File: config.mk
export PLATFORM = sky130hd
export DESIGN_NAME = dm_arbiter
export DESIGN_NICKNAME = d
export VERILOG_FILES = /design/src/rtl/dm_arbiter.sv
export SDC_FILE = /design/constraint.sdc
export NUM_CORES = 1
export LEC_CHECK = 0
export CAP_MARGIN = 20
export CORE_AREA = 2 2 203 205
export CTS_CLUSTER_DIAMETER = 200
export DETAILED_ROUTE_END_ITERATION = 8
export DIE_AREA = 0 0 205 207
export PLACE_DENSITY = 0.56
export SETUP_SLACK_MARGIN = 0.5
export SLEW_MARGIN = 20
export SYNTH_ARGS = -nofsm -noshare
export SYNTH_HDL_FRONTEND = slang
export SYNTH_SLANG_ARGS = --single-unit
File: constraint.sdc
create_clock -name clk -period 5.2 [get_ports clk]
set_input_delay 0.78 -clock clk [delete_from_list [all_inputs] [get_ports clk]]
set_output_delay 0.78 -clock clk [all_outputs]
set_load 0.01 [all_outputs]
File: src/rtl/dm_arbiter.sv
// Two-requester arbiter for the single-port data memory: registers the winning
// command, strobes the DM for one cycle and returns read data after RD_LAT cycles.
// Optional macro DM_ARB_FIXED_PRIO_EN: requester 0 always wins a tie (default round-robin).
module dm_arbiter #(
  parameter int unsigned AW     = 64,
  parameter int unsigned DW     = 64,
  parameter int unsigned RD_LAT = 1   // legal range 1..7
) (
  input  logic          clk,
  input  logic          reset,

  input  logic          req0,
  input  logic          we0,
  input  logic [AW-1:0] addr0,
  input  logic [DW-1:0] wdata0,
  output logic          gnt0,
  output logic          rvalid0,

  input  logic          req1,
  input  logic          we1,
  input  logic [AW-1:0] addr1,
  input  logic [DW-1:0] wdata1,
  output logic          gnt1,
  output logic          rvalid1,

  output logic [DW-1:0] rdata,

  output logic          mem_read,
  output logic          mem_write,
  output logic [AW-1:0] mem_addr,
  output logic [DW-1:0] mem_wdata,
  input  logic [DW-1:0] mem_rdata
);

  localparam logic [1:0] StIdle   = 2'd0;
  localparam logic [1:0] StAccess = 2'd1;
  localparam logic [1:0] StRwait  = 2'd2;

  localparam logic [2:0] LatLoad = 3'(RD_LAT - 1);

  logic [1:0]    state_q, state_d;
  logic [2:0]    lat_cnt_q, lat_cnt_d;
  logic          rr_last_q, rr_last_d;
  logic          winner_q, winner_d;
  logic          cmd_we_q, cmd_we_d;
  logic [AW-1:0] addr_q, addr_d;
  logic [DW-1:0] wdata_q, wdata_d;

  logic          any_req;
  logic          pick;
  logic          in_access;
  logic          data_ok;

  // pick: 0 selects requester 0, 1 selects requester 1
  always_comb begin
    any_req = req0 | req1;
`ifdef DM_ARB_FIXED_PRIO_EN
    pick = ~req0;
`else
    if (req0 && req1) begin
      pick = ~rr_last_q;
    end else begin
      pick = ~req0;
    end
`endif
  end

  always_comb begin
    state_d   = state_q;
    lat_cnt_d = lat_cnt_q;
    rr_last_d = rr_last_q;
    winner_d  = winner_q;
    cmd_we_d  = cmd_we_q;
    addr_d    = addr_q;
    wdata_d   = wdata_q;
    case (state_q)
      StIdle: begin
        if (any_req) begin
          winner_d = pick;
          cmd_we_d = pick ? we1    : we0;
          addr_d   = pick ? addr1  : addr0;
          wdata_d  = pick ? wdata1 : wdata0;
          state_d  = StAccess;
        end
      end
      StAccess: begin
        rr_last_d = winner_q;
        if (cmd_we_q) begin
          state_d = StIdle;
        end else begin
          lat_cnt_d = LatLoad;
          state_d   = StRwait;
        end
      end
      StRwait: begin
        if (lat_cnt_q != 3'd0) begin
          lat_cnt_d = lat_cnt_q - 3'd1;
        end else begin
          state_d = StIdle;
        end
      end
      default: begin
        state_d = StIdle;
      end
    endcase
  end

  always_ff @(posedge clk or posedge reset) begin
    if (reset) begin
      state_q   <= StIdle;
      lat_cnt_q <= 3'd0;
      rr_last_q <= 1'b1;  // requester 0 wins the first tie
      winner_q  <= 1'b0;
      cmd_we_q  <= 1'b0;
      addr_q    <= '0;
      wdata_q   <= '0;
    end else begin
      state_q   <= state_d;
      lat_cnt_q <= lat_cnt_d;
      rr_last_q <= rr_last_d;
      winner_q  <= winner_d;
      cmd_we_q  <= cmd_we_d;
      addr_q    <= addr_d;
      wdata_q   <= wdata_d;
    end
  end

  // Strobes decode straight from state so an asynchronous reset clears them at once.
  always_comb begin
    in_access = (state_q == StAccess);
    data_ok   = (state_q == StRwait) && (lat_cnt_q == 3'd0);
    mem_write = in_access &  cmd_we_q;
    mem_read  = in_access & ~cmd_we_q;
    gnt0      = in_access & ~winner_q;
    gnt1      = in_access &  winner_q;
    rvalid0   = data_ok   & ~winner_q;
    rvalid1   = data_ok   &  winner_q;
    rdata     = data_ok ? mem_rdata : '0;
    mem_addr  = addr_q;
    mem_wdata = wdata_q;
  end

`ifndef SYNTHESIS
  a_strobe_excl: assert property (@(posedge clk) disable iff (reset) !(mem_read && mem_write));
  a_gnt_excl:    assert property (@(posedge clk) disable iff (reset) !(gnt0 && gnt1));
  a_rvalid_excl: assert property (@(posedge clk) disable iff (reset) !(rvalid0 && rvalid1));
`endif

endmodule

Word level (Yosys, flattened, before mapping)
Cells that the tools add are included.
{"block": "totals", "regBits": 136, "input_bits": 326, "word_cells": 46, "out_inout_bits": 198}
{"block": "op_classes", "bitwise": 11, "n_reduce_logical": 9, "addsub": 1, "muxes": 12, "n_eq_ne": 6}
{"cell": "two-way mux 64 bit", "n": 3}
{"cell": "!= test 2 bit, second input constant", "n": 4}
{"cell": "bitwise AND 1 bit", "n": 6}
{"cell": "two-way mux 2 bit", "n": 3}
{"cell": "two-way mux 3 bit", "n": 2}
{"cell": "one-hot mux 2 bit (3 select lines)", "n": 1}
{"cell": "one-hot mux 3 bit (2 select lines)", "n": 1}
{"cell": "NOT 1 bit", "n": 4}
{"cell": "AND reduction 2 bit", "n": 2}
{"cell": "logical NOT 3 bit", "n": 1}
{"cell": "AND reduction 3 bit", "n": 1}
{"cell": "nonzero test 3 bit", "n": 1}
{"cell": "subtractor 3 x 1 -> 3 bit, second input constant", "n": 1}
{"cell": "== test 2 x 1 -> 1 bit, second input constant", "n": 1}
{"cell": "== test 2 bit, second input constant", "n": 1}
{"cell": "logical AND 1 bit", "n": 2}
{"cell": "logical NOT 2 bit", "n": 1}
{"cell": "two-way mux 1 bit", "n": 2}
{"cell": "nonzero test 2 bit", "n": 1}
{"cell": "bitwise OR 1 bit", "n": 1}

Depth between registers and ports, before layout
Gate-level depths: netlist of the first run.
{"block": "depth", "depth_word": 3, "depth_mapped": 8, "ltp_nobuf": 5}

Worst setup path before layout of the first run
No wires, ideal clock.
{"block": "synth_path", "kind": "register -> output", "from": "register lat_cnt_q[0]", "to": "output rdata[23]", "path_slack_ps": 2927, "n_path_buf": 2, "t_required_ps": 4420, "arrival_time_ps": 1493, "path_stages_with_launch": 7, "path_cell_list": "dfrtp_1 > inv_1 > ha_1 > nor2b_1 > clkbuf_1 > clkbuf_1 > and3_1"}
{"block": "synth_via", "elab_chain_len": 3}
{"item": "start: declaration", "line_no": "42", "rtl": "logic [2:0] lat_cnt_q, lat_cnt_d;"}
{"item": "start signal: assignment", "line_no": "119", "rtl": "lat_cnt_q <= lat_cnt_d;"}
{"item": "logical NOT 3 bit", "line_no": "131", "rtl": "data_ok = (state_q == StRwait) && (lat_cnt_q == 3'd0);"}
{"item": "logical AND 1 bit", "line_no": "131"}
{"item": "two-way mux 64 bit", "line_no": "138", "rtl": "rdata = data_ok ? mem_rdata : '0;"}
{"item": "end: declaration", "line_no": "26", "rtl": "output logic [DW-1:0] rdata,"}
Every way passes these cells.

Worst setup path after layout of the first run
{"block": "layout_path", "from": "register state_q[1]", "to": "output rdata[63]"}
{"block": "layout_via", "elab_chain_len": 3}
{"item": "start: declaration", "line_no": "41", "rtl": "logic [1:0] state_q, state_d;"}
{"item": "start signal: assignment", "line_no": "110", "rtl": "state_q <= StIdle;"}
{"item": "start signal: assignment", "line_no": "118", "rtl": "state_q <= state_d;"}
{"item": "== test 2 bit", "line_no": "131"}
{"item": "logical AND 1 bit", "line_no": "131"}
{"item": "two-way mux 64 bit", "line_no": "138"}
Every way passes these cells.

==> results of run 1 <==
[worst paths after layout]
kind                                        endpoint  slack [ns]  cells after the start
max                                        rdata[63]        1.71                      3
max reg2reg                mem_wdata[28]$_DFFE_PP0P_        2.61                      5
min reg2reg                 lat_cnt_q[1]$_DFFE_PP0P_        0.54                      2
min in group asynchronous   mem_addr[23]$_DFFE_PP0P_        0.74                      2
max in group asynchronous   mem_addr[55]$_DFFE_PP0P_        3.45                      3
min                         lat_cnt_q[1]$_DFFE_PP0P_        0.54                      2
[cell type report]
class	count	area, sq um	share of cell area [%]
tap	532	666	4.92
sequential	136	3400	25.2
clock inverter	12	198	1.46
inverter	5	26.3	0.194
clock buffer	20	457	3.37
timing repair buffer	537	5410	40.0
multi-input combinational	608	3380	24.9
[layer usage]
layer | vias up | wire, um | track usage, %
met5 | - | 0 | 0
met4 | 0 | 1240 | 6.60
met3 | 50 | 3620 | 5.65
met2 | 475 | 19200 | 30.2
met1 | 4309 | 13900 | 19.0
li1 | 4112 | - | -
[worst max-delay path, cell delays in order (launching register included)]
cell and delay, ns:
dfrtp_1 0.48, nor2b_4 0.88, and3_1 0.28, clkdlybuf4s50_1 0.64
[logic make-up after synthesis]
logic type                 Yosys count  synth area share [%]
AOI/OAI and AO/OA                  393                  29.4
muxes                                1                 0.155
adders and majority gates            2                 0.344
buffers and inverters              120                  7.38
DFF                                136                  46.8
and+or+nand+nor                    212                  16.0
[Yosys cell counts, drive strengths merged]
library cell | number | area share (%)
a21oi | 130 | 8.9
and2 | 3 | 0.26
o31ai | 1 | 0.10
o32ai | 1 | 0.12
nand2b | 3 | 0.26
nor2b | 5 | 0.43
nand3 | 131 | 9.0
inv | 5 | 0.26
dfrtp | 135 | 46
mux2 | 1 | 0.15
o21ai | 131 | 9.0
nand3b | 1 | 0.10
ha | 2 | 0.34
and3 | 65 | 5.6
clkbuf | 94 | 4.8
nor3 | 1 | 0.069
nor2 | 1 | 0.052
or2 | 1 | 0.086
or3b | 1 | 0.12
dfstp | 1 | 0.36
buf | 21 | 2.3
a31oi | 130 | 11
[power groups by stage]
| stage | sequential [mW] | combinational (mW) | clock (mW) |
|---|---|---|---|
| 2_1_floorplan | 2.12 | 1.41 | 0 |
| 3_3_place_gp | 1.96 | 3.59 | 0 |
| 3_5_place_dp | 1.97 | 3.62 | 0 |
| 4_1_cts | 1.97 | 3.62 | 1.41 |
| 5_1_grt | 2.02 | 3.85 | 1.46 |
| 6_report | 1.97 | 3.54 | 1.38 |
[registers in the layout (all words and copies together), names as in the netlist]
register   count
cmd_we_q       1
lat_cnt_q      3
mem_addr      64
mem_wdata     64
rr_last_q      1
state_q        2
winner_q       1
[per-stage QoR]
stage	utilization, %	std cells	hold slack (ns)
final	33.5	1850	0.537
after global routing	33.5	1850	0.566
after CTS	33.5	1849	0.545
after detailed placement	31.8	1817	0.529
after global placement	31.8	1817	0.511
after floorplan	-	864	0.465
==> summary.md, run 1 <==
The run finished with clean final reports. For the pin with the worst max-slew slack, the measured transition is 1.02 ns. Timing would allow up to 0.286 GHz. Root buffer cell: clkbuf_16.

The first global-routing pass estimated 55700 um of wire. After routing, the total negative slack on setup checks comes to 0 ns. After synthesis the cells add up to 7280 sq um. The detailed router placed 8946 vias in this run. The number of synthesized register bits was 136; the data required time at the worst endpoint was 4.42 ns. The maximum number of buffers from clock root to sink came out at 2.

Once detail routing completed, the nets flagged for antenna violations numbered 0. The leading cell type in the layout, fill and taps excluded was clkdlybuf4s50_1. The logs give 13500 sq um for the total non-filler cell area in the finished layout and 4.23 mW for the cell internal power dissipation.

Total of max-cap violations: 0. For this run, the number of Yosys warnings is 0. Of the available clock period, the critical path in the final layout requires 67.2%. The final setup slack of the worst path came out at 1.71 ns. The buffers inserted during post-CTS setup optimization is 0.

Setup repair after global routing left no endpoint under its margin. CTS saw 136 sinks. The beginning of the worst register-to-register path was state_q[1]$_DFFE_PP0P_.

The post-route netlist has 4.40% of its cells at a drive strength greater than 1. The post-placement setup slack came out at 1.82 ns. The placed instances occupy a cell area of 12900 sq um. The via count of the first global-routing pass is 8988, and the average footprint of a synthesized cell is 8.42 sq um.

The logs give 864 for the gate count after technology mapping and 0 for the post-CTS resize count. The final worst clock skew was 0.00585 ns; the share of power burned in the clock network was 20.0%. The max-slew violation total from the final report came out at 0. In this run the most critical hold path is launched from lat_cnt_q[1]$_DFFE_PP0P_.

The net count of the finished layout is 1633. After detailed routing, the number of remaining DRC violations is 0. The die covers 42400 sq um.

The die width is 205 um, and the worst vdd rail ir drop is 0.250 mV. The y dimension of the die is 207 um. The initial antenna violation count was 1. The power per cell area works out to 509 nW/um^2. Setup violations remaining at the end of the flow were counted as 0. The arrival time of data at the critical path endpoint was 2.71 ns. The number of rows in the core area came out at 74.

For this design the static power due to leakage is 5.19 nW. The highest fanout seen on the critical path came out at 66. The tools report the launching element of the worst setup path as state_q[1]$_DFFE_PP0P_. The global placer's final weighted congestion was 0.792.

Counting the fill cells in the layout gives 4260. Summed over all nets, the switching power comes to 2.66 mW. Summed over all layers, the global routing overflow is 0. Pin placement for this block handled 524 I/O pins.

In the final routed layout, each cell accounts on average for 20.5 um. By startpoint and endpoint, the worst setup path is classified as register to output pin. Entering global routing, the biggest net connects 90 pins. The routed design has 38000 um of wire. The total of buffers placed on input and output ports works out to 523.

The portion of total power attributed to sequential cells was 28.5%. The count of routing violations after the opening detailed-route iteration was 499. Detailed placement ended at an HPWL of 26400 um. The tools report the core box area as 40400 sq um. The netlist uses 25 different library cells. For the sequential area share after synthesis, the log shows 46.8%. TritonCTS built the clock tree. The tools report the kind of start point of the critical path as a register.

Leaving out fill and tap cells, the most frequent cells in the layout are clkdlybuf4s50_1, dfrtp_1, o21ai_0, nand3_1. At the later pin of the worst-skew pair, clock insertion delay measures 0.43 ns. Clock-pin slew was measured on the worst setup and hold paths at 0.06 ns. Counting every net in the synthesized netlist gives 1192. The path class of the lowest-slack min-delay path was register to register. Overall power consumption after layout is estimated at 6.89 mW. The tools report the worst max-slew margin expressed relative to the limit as 31.9%.

The first detailed-routing pass ran for 5 iterations. The number of hold violations in the final report was 0; the via-per-instance ratio was 4.84. The layout overhead on the synthesized area came out at 86.0%. The worst setup path is captured at an output pin. The clock buffer count from CTS came out at 17. 0 antenna diodes ended up in the layout. The shortest clock period the worst path allows after layout came out at 3.49 ns.

The initial standard-cell utilization of the core was 18.0%; the H-tree depth reported by CTS was 4. Combinational logic burns 51.5% of the power. The count of hold buffers inserted by post-cts repair was 0. In this run switching power makes up 38.6% of total power. Global-route total usage across every layer: 17.2%.
(Power assumes the default switching activity.)
==> run 2: changes to the inputs <==
- PLACE_DENSITY: 0.56 -> 0.57
- clock period: 5.2 -> 3.15 ns (I/O delays scaled with it)
==> run 2 against run 1 <==
Against the previous run:
- first-iteration DRC count fell by 12%
- final area rose by 0.96%
- sequential share of layout area fell by 0.24 points
- sequential power rose by 62%
- die area did not move
- critical path depth rose by 4
- clock power rose by 68%
- hold slack got worse by 0.098 ns
- critical endpoint is now rdata[49]
- highest routed layer is now met5
- clock-buffer cell count fell by 2
- utilization rose by 0.32 points
==> summary.md, run 2 (synthesized netlist as in run 1, its figures left out) <==
The run gives 74 (unchanged) as the number of rows in the core area. The final net count was 1641 (+0.49%); the data required time at the worst endpoint was 2.68 ns (-1.74 ns). The number of hold violations in the final report was 0 (unchanged). For the count of hold buffers inserted by post-cts repair, the log shows 0 (unchanged). The post-route total power is 11.4 mW (+65%). The instance area after placement is 13000 sq um (+1.0%), and the share of layout cells above drive strength 1 is 5.20% (+0.80 points).

The worst path uses 79.5% of the clock period. The combinational group share of total power was 51.6% (about the same); the global-route total usage across every layer was 18.2% (+1.1 points). The worst max-slew margin expressed relative to the limit was 41.9% (+10 points); the max-slew violation total from the final report was 0 (unchanged).

The total of buffers placed on input and output ports was 523 (unchanged). The worst path needs 2.50 ns of the cycle, external delays included. The number of setup violations in the final report is 0 (unchanged), and the maximum clock frequency is 0.399 GHz. The tools report the leakage power figure as 5.59 nW (+7.6%). The final routed wire length divided by cell count was 21.4 um (+4.1%). TritonCTS built the clock tree. The die width was 205 um (unchanged). The run finished with clean final reports. For the first-pass GRT wire length, the log shows 58200 um (+4.5%). Total negative setup slack: 0 ns (unchanged). The slew at the pin closest to its max-slew limit was 0.871 ns (-0.148 ns).

The cell internal power dissipation came out at 6.94 mW (+64%). Critical setup path kind: register to output pin. The post-placement setup slack was 0.627 ns (-1.19 ns). Net switching share of the total power: 39.1% (+0.44 points). The root buffer cell was clkbuf_16. The highest cell delay on the worst timing path came out at 0.36 ns (-0.52 ns). For the via count of the first global-routing pass, the log shows 8929 (-0.66%). Count of clock tree sinks: 136 (unchanged).

The logs give 0.00996 ns (+0.00410 ns) for the final worst clock skew and 13700 sq um (+0.96%) for the total non-filler cell area in the finished layout. Leaving out fill and tap cells, the most frequent cell in the layout is clkdlybuf4s50_1. The logs give 4.45 mW (+67%) for the net load switching power and 2.03 ns (-0.68 ns) for the arrival time of data at the critical path endpoint. The portion of total power attributed to sequential cells is 28.1% (-0.4 points). Type of element capturing the critical path: an output pin.

The layout overhead on the synthesized area is 87.8%. The path class of the lowest-slack min-delay path was input port to asynchronous set/reset pin. The highest fanout seen on the critical path is 32 (-52%). The tools report the worst vdd rail ir drop as 0.593 mV (+140%). The DRC violations left is 0 (unchanged), and the core box area is 40400 sq um (unchanged). The tools report the worst hold slack across all endpoints as 0.439 ns (-0.0977 ns).

The logs give 0.647 ns (-1.06 ns) for the final setup slack of the worst path and 0.45 ns (+0.02 ns) for the clock network latency to the later pin of the worst-skew pair. The initial standard-cell utilization of the core is 18.0% (unchanged), and the share of power burned in the clock network is 20.4% (+0.4 points). The logs give 1.33 ns (-1.28 ns) for the setup slack of the most critical reg-to-reg path and 42400 sq um (unchanged) for the area of the die. STA classifies the critical path startpoint as a register.

For the number of top-level design ports, the log shows 524 (unchanged). The via-per-instance ratio works out to 4.84 (about the same). Traced cell by cell, the critical path runs through inv_1, ha_2, nor2b_4, buf_4, buf_16, and3_1, dlygate4sd2_1. For the initial antenna violation count, the log shows 7 (+6).

The run gives 438 (-12%) as the count of routing violations after the opening detailed-route iteration. The library cells used most frequently in the layout, excluding fill and tap cells, are clkdlybuf4s50_1, dfrtp_1, o21ai_0, nand3_1. The pin count of the biggest net entering global routing was 131 (+46%); the power per cell area was 834 nW/um^2 (+64%). The maximum number of buffers from clock root to sink was 2 (unchanged). The wire length reported by the detailed router was 39800 um (+4.8%).

The y dimension of the die works out to 207 um (unchanged). The total of max-cap violations is 0 (unchanged), and the H-tree depth reported by CTS is 4 (unchanged). The clock buffer count from CTS was 17 (unchanged). The first-pass iteration count of the detailed router was 5 (unchanged). Setup repair after global routing left no endpoint under its margin. The clock-pin slew on the worst setup and hold paths was 0.06 ns (about the same); the final global-route overflow total was 0 (unchanged). The number of vias in the routed layout was 9005 (+0.66%). For the remaining antenna violation count after routing, the log shows 0 (unchanged). The global placer's final weighted congestion was 0.813 (+2.6%); the depth of the worst register-to-register path was 4 (-1). The run gives 4261 (+0.023%) as the filler cell count. For this design, the slowest cell found on the critical path is dfrtp_1. The tools report the post-detailed-placement half-perimeter wirelength as 27900 um (+5.4%).
[run 2: changes by cell type in the layout (fill, tap and decap cells not counted), moves of 4 or more]
cell / before / now
buf_12: 4 / 13
clkdlybuf4s15_1: 0 / 4
clkdlybuf4s50_1: 522 / 455
clkinvlp_4: 2 / 7
diode_2: 0 / 4
dlygate4sd2_1: 0 / 60
[run 2: routing by layer]
layer / track usage, % / vias up / share of wire [%] / wire (um)
li1: - / 4135 / - / -
met3: 6.78 / 56 / 9.8 / 3920
met4: 8.26 / 4 / 3.6 / 1450
met2: 32.0 / 478 / 51 / 20300
met5: 0 / - / 0.068 / 27
met1: 19.3 / 4332 / 36 / 14200
[run 2: per-stage QoR]
step                      util, %  instances
final                        33.9       1862
after global routing         33.9       1862
after CTS                    33.8       1858
after detailed placement     32.2       1823
after global placement       32.2       1823
after floorplan                 -        864
[run 2: what timing repair did]
item,CTS,global route
cloned,1,0
setup endpoints to repair,65,10
pin swaps,0,0
setup buffers,2,0
resized for setup,71,8
[run 2: path summary, 6_finish.rpt]
check	from	end
min in group clk	req0	winner_q$_DFFE_PP0P_
worst max-delay path	lat_cnt_q[1]$_DFFE_PP0P_	rdata[49]
worst min register to register	mem_wdata[33]$_DFFE_PP0P_	mem_wdata[33]$_DFFE_PP0P_
worst max register to register	rr_last_q$_DFFE_PP1N_	mem_addr[21]$_DFFE_PP0P_
worst min-delay path	reset	mem_wdata[41]$_DFFE_PP0P_
max in group asynchronous	reset	mem_wdata[12]$_DFFE_PP0P_
[run 2: worst max-delay path, delay by kind of cell (launching register included)]
family	cells	cell delay [ns]
adder cells (fa/ha/maj)	1	0.21
buffers and inverters	4	0.67
flip-flops	1	0.36
AND/OR/NAND/NOR	2	0.33
[run 2: final cells by class]
class	instances	area, sq um	share of cell area [%]
clock inverter	14	221	1.62
tap	532	666	4.87
antenna	4	10.0	0.0732
inverter	5	25.0	0.183
sequential	136	3400	24.9
clock buffer	18	439	3.21
timing repair buffer	545	5520	40.4
multi-input combinational	608	3380	24.7
[run 2: power groups by stage]
stage | Clock, mW | Combinational (mW) | Sequential [mW]
CTS | 2.38 | 5.94 | 3.21
global placement | 0 | 6.03 | 3.19
detailed placement | 0 | 6.04 | 3.22
floorplan | 0 | 2.33 | 3.50
global route | 2.44 | 6.36 | 3.31
finish | 2.32 | 5.88 | 3.20
==> run 3: changes to the inputs <==
- clock period: 3.15 -> 2.1 ns (I/O delays scaled with it)
==> run 3 against run 2 <==
Against the previous run:
- the flow now finishes with violations (negative setup slack)
- register-to-register slack got worse by 1.1 ns
- final area increased by 18%
- setup slack got worse by 0.74 ns
- combinational power increased by 120%
- clock power increased by 41%
- critical endpoint unchanged
==> summary.md, run 3 (synthesized netlist as in run 1, its figures left out) <==
The run finished, with violations left. The final reports fail on negative setup slack. The die width was 205 um (unchanged); the count of clock tree sinks was 136 (unchanged).

The tools report the data required time at the worst endpoint as 1.78 ns (-0.90 ns). Power per cell area: 1300 nW/um^2 (+56%). The logs give 9717 (+7.9%) for the number of vias in the routed layout and 20.9 mW (+83%) for the post-route total power. The global-route total usage across every layer is 17.8% (-0.43 points), and the number of hold violations in the final report is 0 (unchanged). The wire length reported by the detailed router is 44500 um (+12%), and the number of setup violations in the final report is 53 (+53). The y dimension of the die was 207 um (unchanged); the slew at the pin closest to its max-slew limit was 0.809 ns (-0.0620 ns).

The arrival time of data at the critical path endpoint came out at 1.88 ns (-0.15 ns). The tools report the post-layout utilization of the core as 39.9% (+6.0 points). The final routed wire length divided by cell count was 22.9 um (+7.1%). The post-detailed-placement half-perimeter wirelength was 27100 um (-2.8%).

The via-per-instance ratio was 5.01 (+3.5%). The max-slew violation total from the final report was 0 (unchanged). The worst setup path is captured at an output pin. Compared with the post-synthesis result, the final layout area differs by 121%. Traced cell by cell, the critical path runs through inv_2, ha_4, nor2b_4, buf_8, buf_16, buf_12, and3_4, buf_6. The logs give 0 (unchanged) for the count of hold buffers inserted by post-cts repair and 82 (-37%) for the pin count of the biggest net entering global routing. The via count of the first global-routing pass was 9402 (+5.3%). The tools report the worst max-slew margin expressed relative to the limit as 46.1% (+4.1 points).

The cell with the biggest individual delay on the critical path is dfrtp_1. The total of buffers placed on input and output ports works out to 523 (unchanged). The core box area is 40400 sq um (unchanged), and the area occupied by multi-input gates is 4790 sq um (+42%). The leakage power figure came out at 6.32 nW (+13%).

The highest cell delay on the worst timing path was 0.37 ns (about the same). Sequential standard cell area: 3410 sq um (about the same). For the number of standard cells in the final layout excluding fillers, the log shows 1941 (+4.2%). The kind of start point of the critical path was a register. The worst vdd rail ir drop came out at 0.579 mV (-2.5%). The tools report the number of top-level design ports as 524 (unchanged). The share of the clock period used by the worst path is 104%, and the final setup slack of the worst path is -0.0911 ns (-0.738 ns). The run gives 0.251 ns (-0.188 ns) as the worst hold slack across all endpoints. The share of layout cells above drive strength 1 is 23.7% (+19 points). The tools report the DRC violations left as 0 (unchanged). The tools report the final worst clock skew as 0.0101 ns (+0.000140 ns).

Leaving out fill and tap cells, the most frequent cells in the layout are clkdlybuf4s50_1, dfrtp_1, nand3_1. The H-tree depth reported by CTS is 4 (unchanged). For the global placer's final weighted congestion, the log shows 0.834 (+2.6%). The maximum number of buffers from clock root to sink is 2 (unchanged). The count of routing violations after the opening detailed-route iteration was 650 (+48%). The first-pass iteration count of the detailed router came out at 5 (unchanged). The leading cell type in the layout, fill and taps excluded is clkdlybuf4s50_1. For the total of max-cap violations, the log shows 0 (unchanged). The run gives 0.45 ns (about the same) as the clock network latency to the later pin of the worst-skew pair. The area of the die was 42400 sq um (unchanged). The path class of the lowest-slack min-delay path is input port to asynchronous set/reset pin. The logs give 0 (unchanged) for the remaining antenna violation count after routing and 17 (unchanged) for the clock buffer count from CTS. The first-pass GRT wire length was 58000 um (-0.31%); the shortest clock period the worst path allows after layout was 2.19 ns. TritonCTS built the clock tree. Filler cell count: 3954 (-7.2%). The highest fanout seen on the critical path is 6 (-81%), and the maximum clock frequency is 0.456 GHz. The number of rows in the core area came out at 74 (unchanged). Root buffer cell: clkbuf_16. The initial standard-cell utilization of the core came out at 18.0% (unchanged). Setup repair after global routing could not meet its margin everywhere. The logs give 0 (unchanged) for the final global-route overflow total and 1845 (+1.2%) for the cell total after placement.

The clock-pin slew on the worst setup and hold paths works out to 0.06 ns (about the same). The setup path with the least slack is of type register to output pin. For the initial antenna violation count, the log shows 3 (-4). The run gives 1722 (+4.9%) as the final net count.
==> run 3: changes by cell type in the layout (fill, tap and decap cells not counted), sizes merged <==
cell / delta
buf: +133
clkdlybuf4s50: -131
dlygate4sd2: +67
clkbuf: +24
clkinvlp: -5
clkdlybuf4s15: -4
clkinv: +2
diode: -2
dlymetal6s2s: -2
inv: -2
bufinv: -1
==> run 3: area by class of cell <==
class                           instances  share of cell area (%)
Timing Repair Buffer                  626                    40.9
Clock inverter                          8                   0.886
Multi-Input combinational cell        608                    29.7
Sequential cell                       136                    21.2
Clock buffer                           24                    2.99
Antenna cell                            2                  0.0311
Inverter                                5                   0.156
Tap cell                              532                    4.14
==> run 3: worst paths after layout <==
kind	start	endpoint	slack [ns]	cells past startpoint
min in group clk	wdata1[56]	mem_wdata[56]$_DFFE_PP0P_	0.44	3
min	reset	mem_wdata[57]$_DFFE_PP0P_	0.25	2
max	lat_cnt_q[0]$_DFFE_PP0P_	rdata[49]	-0.09	8
max reg2reg	state_q[1]$_DFFE_PP0P_	mem_wdata[14]$_DFFE_PP0P_	0.22	8
max in group asynchronous	reset	rr_last_q$_DFFE_PP1N_	1.18	3
min reg2reg	mem_wdata[60]$_DFFE_PP0P_	mem_wdata[60]$_DFFE_PP0P_	0.54	2
==> run 3: through the flow <==
stage,setup WS (ns),cell area [sq um],TNS [ns]
finish,-0.0911,16100,-2.20
global route,-0.178,16100,-7.62
CTS,-0.144,14200,-4.43
detailed placement,-0.00443,13300,-0.00443
global placement,0.0288,13300,0
floorplan,0.0927,7310,0
==> run 3: timing repair <==
action	CTS	global route
pin swaps	66	56
resized for setup	461	177
buffers inserted	16	15
setup endpoints to repair	270	205
cloned	3	28
==> run 3: critical path: cells and delay by family, from the launching register on <==
family	cells	cell delay, ns
buffers and inverters	5	0.57
adder cells (fa/ha/maj)	1	0.13
flip-flops	1	0.37
AND/OR/NAND/NOR	2	0.35
==> run 3: where the power goes <==
group	leakage (nW)	total [mW]	switching (mW)	internal (mW)
clock network	0.304	3.28	1.21	2.08
logic	4.48	12.8	6.48	6.36
registers	1.53	4.75	0.787	3.96
==> run 3: per-layer routing <==
metal | share of wire (%) | GRT usage [%] | vias up
met2 | 50 | 31.0 | 507
met3 | 8.2 | 5.44 | 95
li1 | - | - | 4310
met1 | 37 | 20.2 | 4803
met4 | 3.9 | 7.05 | 2
met5 | 0.020 | 0 | -
